<file path="src/rtl/reg_read_stage.sv">
// reg_read_stage: operand fetch with a 1-entry output buffer that snoops write-back so operands never go stale
module reg_read_stage #(
  parameter int DATA_W   = 32,
  parameter int ADDR_W   = 5,
  parameter bit ZERO_REG = 1'b1
) (
  input  logic              clk,
  input  logic              reset,
  input  logic              req_valid,
  output logic              req_ready,
  input  logic [ADDR_W-1:0] rs1,
  input  logic [ADDR_W-1:0] rs2,
  output logic [ADDR_W-1:0] rf_addr_a,
  output logic [ADDR_W-1:0] rf_addr_b,
  input  logic [DATA_W-1:0] rf_data_a,
  input  logic [DATA_W-1:0] rf_data_b,
  input  logic              wb_we,
  input  logic [ADDR_W-1:0] wb_addr,
  input  logic [DATA_W-1:0] wb_data,
  output logic              out_valid,
  input  logic              out_ready,
  output logic [DATA_W-1:0] op_a,
  output logic [DATA_W-1:0] op_b,
  output logic [ADDR_W-1:0] out_rs1,
  output logic [ADDR_W-1:0] out_rs2
);
  typedef enum logic {EMPTY, FULL} state_t;
  state_t state, state_nx;
  logic accept, stall, upd_a, upd_b;
  logic [DATA_W-1:0] cap_a, cap_b;
  assign rf_addr_a = rs1;
  assign rf_addr_b = rs2;
  assign accept = req_valid & req_ready;
  assign stall  = out_valid & ~out_ready;
  // capture: hard zero wins over the same-cycle write-back bypass, which wins over the regfile
  assign cap_a = (ZERO_REG && rs1 == '0) ? '0 : (wb_we && wb_addr == rs1) ? wb_data : rf_data_a;
  assign cap_b = (ZERO_REG && rs2 == '0) ? '0 : (wb_we && wb_addr == rs2) ? wb_data : rf_data_b;
  // a stalled operand follows any write-back to its register
  assign upd_a = stall & wb_we & (wb_addr == out_rs1) & ~(ZERO_REG && out_rs1 == '0);
  assign upd_b = stall & wb_we & (wb_addr == out_rs2) & ~(ZERO_REG && out_rs2 == '0);
  always_ff @(posedge clk or negedge reset)
    if (!reset) state <= EMPTY;
    else        state <= state_nx;
  always_comb
    state_nx = accept ? FULL : out_ready ? EMPTY : state;
  always_comb begin
    out_valid = state == FULL;
    req_ready = state == EMPTY || out_ready;
  end
  always_ff @(posedge clk or negedge reset)
    if (!reset) begin
      op_a    <= '0;
      op_b    <= '0;
      out_rs1 <= '0;
      out_rs2 <= '0;
    end else if (accept) begin
      op_a    <= cap_a;
      op_b    <= cap_b;
      out_rs1 <= rs1;
      out_rs2 <= rs2;
    end else begin
      op_a <= upd_a ? wb_data : op_a;
      op_b <= upd_b ? wb_data : op_b;
    end
endmodule

</file>
<file path="config.mk">
export PLATFORM = sky130hd
export DESIGN_NAME = reg_read_stage
export DESIGN_NICKNAME = d
export VERILOG_FILES = /design/src/rtl/reg_read_stage.sv
export SDC_FILE = /design/constraint.sdc
export NUM_CORES = 1
export LEC_CHECK = 0
export BUFFER_PORTS_ARGS = -buffer_cell sky130_fd_sc_hd__buf_2
export CAP_MARGIN = 20
export CORE_MARGIN = 3
export CORE_UTILIZATION = 45
export DETAILED_ROUTE_END_ITERATION = 7
export GPL_TIMING_DRIVEN = 0
export PLACE_DENSITY = 0.79
export SETUP_SLACK_MARGIN = 0.1
export SYNTH_ARGS = -nofsm -noshare
export SYNTH_HDL_FRONTEND = slang
export SYNTH_SLANG_ARGS = --single-unit
</file>
<file path="constraint.sdc">
create_clock -name clk -period 1.7 [get_ports clk]
set_input_delay 0.255 -clock clk [delete_from_list [all_inputs] [get_ports clk]]
set_output_delay 0.255 -clock clk [all_outputs]
set_load 0.02 [all_outputs]
</file>
## Word level (Yosys, flattened, before mapping)

Index checks and enable logic that the tools add are counted.

- Memories: 0
- Output and inout port bits: 86
- Word-level logic and storage cells: 40
- Input bits: 116
- Bits in latches: 0
- Bits in writable memories: 0
- Register bits: 75
- ROM bits: 0

- Reductions and logical operators: 10
- $lt $le $gt $ge: 0
- Muxes and demuxes: 10
- $add $sub $neg: 0
- Multipliers: 0
- Equality and inequality tests: 4
- Shift operators: 0
- Divide/modulo/power cells: 0
- Bitwise gates (word level): 11

Operators with widths:

| kind | number |
|---|---|
| two-way mux 32 bit | 8 |
| == test 5 bit | 4 |
| logical NOT 5 bit | 4 |
| bitwise AND 1 bit | 7 |
| nonzero test 2 bit | 3 |
| inverter 1 bit | 4 |
| logical AND 1 bit | 2 |
| two-way mux 1 bit | 2 |
| logical OR 1 bit | 1 |

## Longest topological paths before layout

- Depth after elaboration: 7
- Mapped depth: 7
- Gate-level depth less buffers: 4

## Worst setup path after synthesis

Ideal clock, no wire load.

- Path kind: reg2reg
- Start: register state, in the netlist out_valid
- End: register op_b[16]
- Arrival time: 1773 ps
- Path buffers: 2
- Period minus slack after synthesis: 1876 ps
- Library setup time: 103 ps
- Data required time: 1597 ps
- Setup slack: -176 ps
- Stages on the path, launching flop included: 7
- Cells stage by stage: dfrtp_1 nand2b_1 nand2_1 buf_4 clkbuf_1 a221oi_1 o41ai_2

- Elaborated cells between the ends (all ways): 9
- Classes of those cells: 1 x mux; 6 x bitwise; 2 x reduce/logical

RTL lines:

| item | RTL line | RTL |
|---|---|---|
| from (decl) | 28 | `state_t state, state_nx;` |
| from (signal assigned) | 43 | `else state <= state_nx;` |
| inverter 1 bit * | 48 | `req_ready = state == EMPTY \|\| out_ready;` |
| logical OR 1 bit * | 48 |  |
| named net req_ready | 10 | `output logic req_ready,` |
| bitwise AND 1 bit * | 33 | `assign accept = req_valid & req_ready;` |
| two-way mux 32 bit / nonzero test 2 bit (equally long branches) | n/a |  |
| to (signal assigned) | 58 | `op_b <= cap_b;` |
| to (signal assigned) | 63 | `op_b <= upd_b ? wb_data : op_b;` |
| to (decl) | 23 | `output logic [DATA_W-1:0] op_b,` |

The timed path passes the listed nets; every way through them passes the cells marked *.
A chain may end at the register's enable or synchronous reset.

## Worst setup path in the final report

- Start: register out_rs1[1]
- End: register op_a[18]

- Cells in the longest elaborated chain, start to end: 4
- Elaborated cells between the ends (all ways): 6
- Classes of those cells: 1 x eq/ne; 3 x bitwise; 2 x reduce/logical

RTL lines:

| item | RTL line | RTL |
|---|---|---|
| from (decl) | 24 | `output logic [ADDR_W-1:0] out_rs1,` |
| from (signal assigned) | 59 | `out_rs1 <= rs1;` |
| == test 5 bit / logical NOT 5 bit (equally long branches) | 39 | `assign upd_a = stall & wb_we & (wb_addr == out_rs1) & ~(ZERO_REG && out_rs1 == '0);` |
| bitwise AND 1 bit / inverter 1 bit (equally long branches) | 39 |  |
| bitwise AND 1 bit * | 39 |  |
| nonzero test 2 bit (no line) * | n/a |  |
| to (signal assigned) | 57 | `op_a <= cap_a;` |
| to (signal assigned) | 62 | `op_a <= upd_a ? wb_data : op_a;` |
| to (decl) | 22 | `output logic [DATA_W-1:0] op_a,` |

Mark *: on every way between the ends. The rest lies on a longest branch, timed or not.

==> summary.md <==
| Metric | Value |
|---|---|
| Run status | `finished with violations` |
| Failing checks | `negative setup slack` |
| FP Rows | `40` |
| CP max FO | `8` |
| Final hold vios | `0` |
| Worst Setup End Kind | `flip-flop` |
| Layout area overhead | `48.4%` |
| Starting DRT DRC Count | `958` |
| IO Count | `202` |
| Port Buffers | `197` |
| Reg2reg path depth | `5` |
| Routed WL per cell | `25.4 um` |
| Skew-Pair Late Insertion Delay | `0.35 ns` |
| Kind of critical path | `flip-flop to flip-flop` |
| CTS tree | `built` |
| Clock buffer depth | `2` |
| Most frequent cells in the layout | `buf_2, dfrtp_1, o21ai_0` |
| Clock skew | `0.00727 ns` |
| Num CTS Buffers | `9` |
| Final core utilization | `0.700` |
| CTS root buffer | `clkbuf_16` |
| Max VDD drop | `448 uV` |
| Syn Nets | `684` |
| Vias in the first global route | `6771` |
| GRT overflow | `0` |
| Slowest cell on the critical path | `o31a_4` |
| Die H | `120 um` |
| CP required | `1.93 ns` |
| First-pass GRT wire length | `35900 um` |
| Final net count | `910` |
| RR Endpoint | `op_a[18]` |
| Crit Reg-Reg Startpoint | `out_rs1[1]` |
| R2R setup slack | `-0.08 ns` |
| Core footprint | `12400 sq um` |
| Total Die Area | `14400 sq um` |
| CTS clk-pin slew, worst paths | `0.06 ns` |
| Max-slew violation count | `0` |
| Synthesized instance count | `568` |
| FF+latch count, synth | `75` |
| Crit path launch | `out_rs1[1]` |
| Syn avg cell area | `10.3 sq um` |
| Inserted Diodes | `0` |
| Initial antenna violation count | `0` |
| Critical-path cell list | `xnor2_2 > nand4_4 > o31a_4 > buf_12 > o41ai_4` |
| Vias after detailed routing | `6787` |
| Final count of negative-setup-slack endpoints | `39` |
| RSZ-0062 raised after global routing | `yes` |
| CP peak stage delay | `0.43 ns` |
| Average vias per placed instance | `7.02` |
| Die X | `120 um` |
| End of the critical path | `op_a[18]` |
| Pwr/cell area | `831 nW/um^2` |
| Post-synth cell types | `30` |
| DRC viols | `0` |
| Clk sinks | `75` |
| Final setup TNS | `-1.59 ns` |
| First-pass DRT Iterations | `5` |
| Routability congestion estimate | `0.877` |
| Yosys top cell by area | `dfrtp_1` |
| Sequential-to-total area share from yosys stat | `0.322` |
| Worst Setup Start Kind | `flip-flop` |
| Synth top area share | `0.322` |
| Largest net degree at the start of global routing | `43` |
| Max cap viols | `0` |
| Critical path arrival | `2.01 ns` |
| Final period demand of the worst path | `1.78 ns` |
| Placement Setup Slack | `-0.589 ns` |
| Most common cell after layout, fill and taps aside | `buf_2` |
| Yosys warnings | `0` |
| Number of routed nets with antenna violations | `0` |
| Min-delay worst type | `primary input to flip-flop` |
| Slew @ Worst Pin | `0.613 ns` |
| Layout cells sized above 1 | `0.581` |
| Leak Pwr | `3.62 nW` |
| Fill cell count | `905` |
| Starting Density | `0.472` |
| FMAX | `561 MHz` |
| Largest cells by area after synthesis | `dfrtp_1, o41ai_2, a221oi_1` |
| Overall Global Routing Usage | `0.313` |
| Synth Cell Area | `5840 sq um` |
| H-tree levels | `3` |
| Fin crit share | `1.05` |
| HPWL after DPL | `16600 um` |
| Rel. slew slack | `0.591` |
| Wirelength, routed | `24500 um` |
| Final setup margin | `-0.0825 ns` |
[worst min-delay path by stage]
stage | startpoint | end | slack [ns] | cells after the start
final | rs1[0] | out_rs1[0] | 0.17 | 3
after global routing | rs1[1] | out_rs1[1] | 0.17 | 3
after CTS | rs1[0] | out_rs1[0] | 0.16 | 3
after detailed placement | reset | op_a[11] | 0.25 | 1
after global placement | out_rs2[1] | out_rs2[1] | 0.50 | 2
after floorplan | reset | op_a[0] | -0.04 | 0
[layout make-up]
| class | count | area (sq um) | area share |
|---|---|---|---|
| tap | 168 | 210 | 0.0243 |
| timing repair buffer | 215 | 1220 | 0.140 |
| buffer | 98 | 689 | 0.0796 |
| multi-input combinational | 395 | 4380 | 0.506 |
| clock buffer | 14 | 264 | 0.0305 |
| clock inverter | 2 | 10.0 | 0.00116 |
| sequential | 75 | 1890 | 0.218 |
[report_power, final]
| part | internal (mW) | switching [mW] |
|---|---|---|
| Combinational | 1.21 | 1.83 |
| Sequential | 2.07 | 0.246 |
| Clock | 1.07 | 0.767 |
| Total | 4.36 | 2.84 |
[through the flow]
stage / hold WS, ns / instance area (sq um) / cells / power (mW)
2_1_floorplan: -0.0406 / 5900 / 568 / 3.76
4_1_cts: 0.162 / 7920 / 955 / 6.80
5_1_grt: 0.167 / 8660 / 967 / 7.46
3_3_place_gp: 0.499 / 7100 / 933 / 4.61
3_5_place_dp: 0.253 / 7130 / 934 / 4.69
6_report: 0.167 / 8660 / 967 / 7.20
[worst max-delay path: cells and delay by family, from the launching register on]
family                    cells  cell delay, ns
xor gates and xnor gates      1            0.21
AOI/OAI and AO/OA             2            0.66
and+or+nand+nor               1            0.19
DFF                           1            0.42
buffers and inverters         1            0.19
[timing repair]
action                                  in CTS  in global routing
hold buffers                                 1                  0
endpoints found under the hold margin       33                  0
gates resized for setup                    164                 95
setup buffers                                4                  8
endpoints found under the setup margin      74                 71
pin swaps                                   11                  5
gates cloned                                 0                  4
[metal layers]
layer	share of wire	up-vias	global-route usage
met3	0.091	88	0.0693
met2	0.48	484	0.517
met1	0.39	3361	0.395
met4	0.035	0	0.132
li1	-	2854	-
met5	0	-	0
[sequential cells by signal, summed over array words and instances, names as in the netlist]
signal / cells
out_rs1: 5
op_b: 32
out_rs2: 5
op_a: 32
out_valid: 1
[cell usage after synthesis]
library cell   n
a21oi_4        2
a221oi_1      64
and2_1         4
and4_1         2
buf_12         6
buf_2         17
buf_4         12
buf_6          4
clkbuf_1      59
dfrtp_1       75
nand2_1       31
nand2b_1       2
nand3b_1       1
nand4_1        3
nand4_2        2
nand4b_1       1
nor2_1         3
nor2_2         1
nor3_1         1
nor3b_1       32
nor4_1        33
o21ai_0       64
o311ai_0      64
o31a_4         2
o41ai_1        4
o41ai_2       60
or4_4          1
xnor2_1       15
xnor2_2        1
xor2_1         2
[cells by family after synthesis]
family,synth area share
flops,0.322
xor+xnor,0.0283
buf+inv,0.0963
simple gates,0.122
compound gates,0.432
Note: power is estimated with default switching activity, not from simulation.
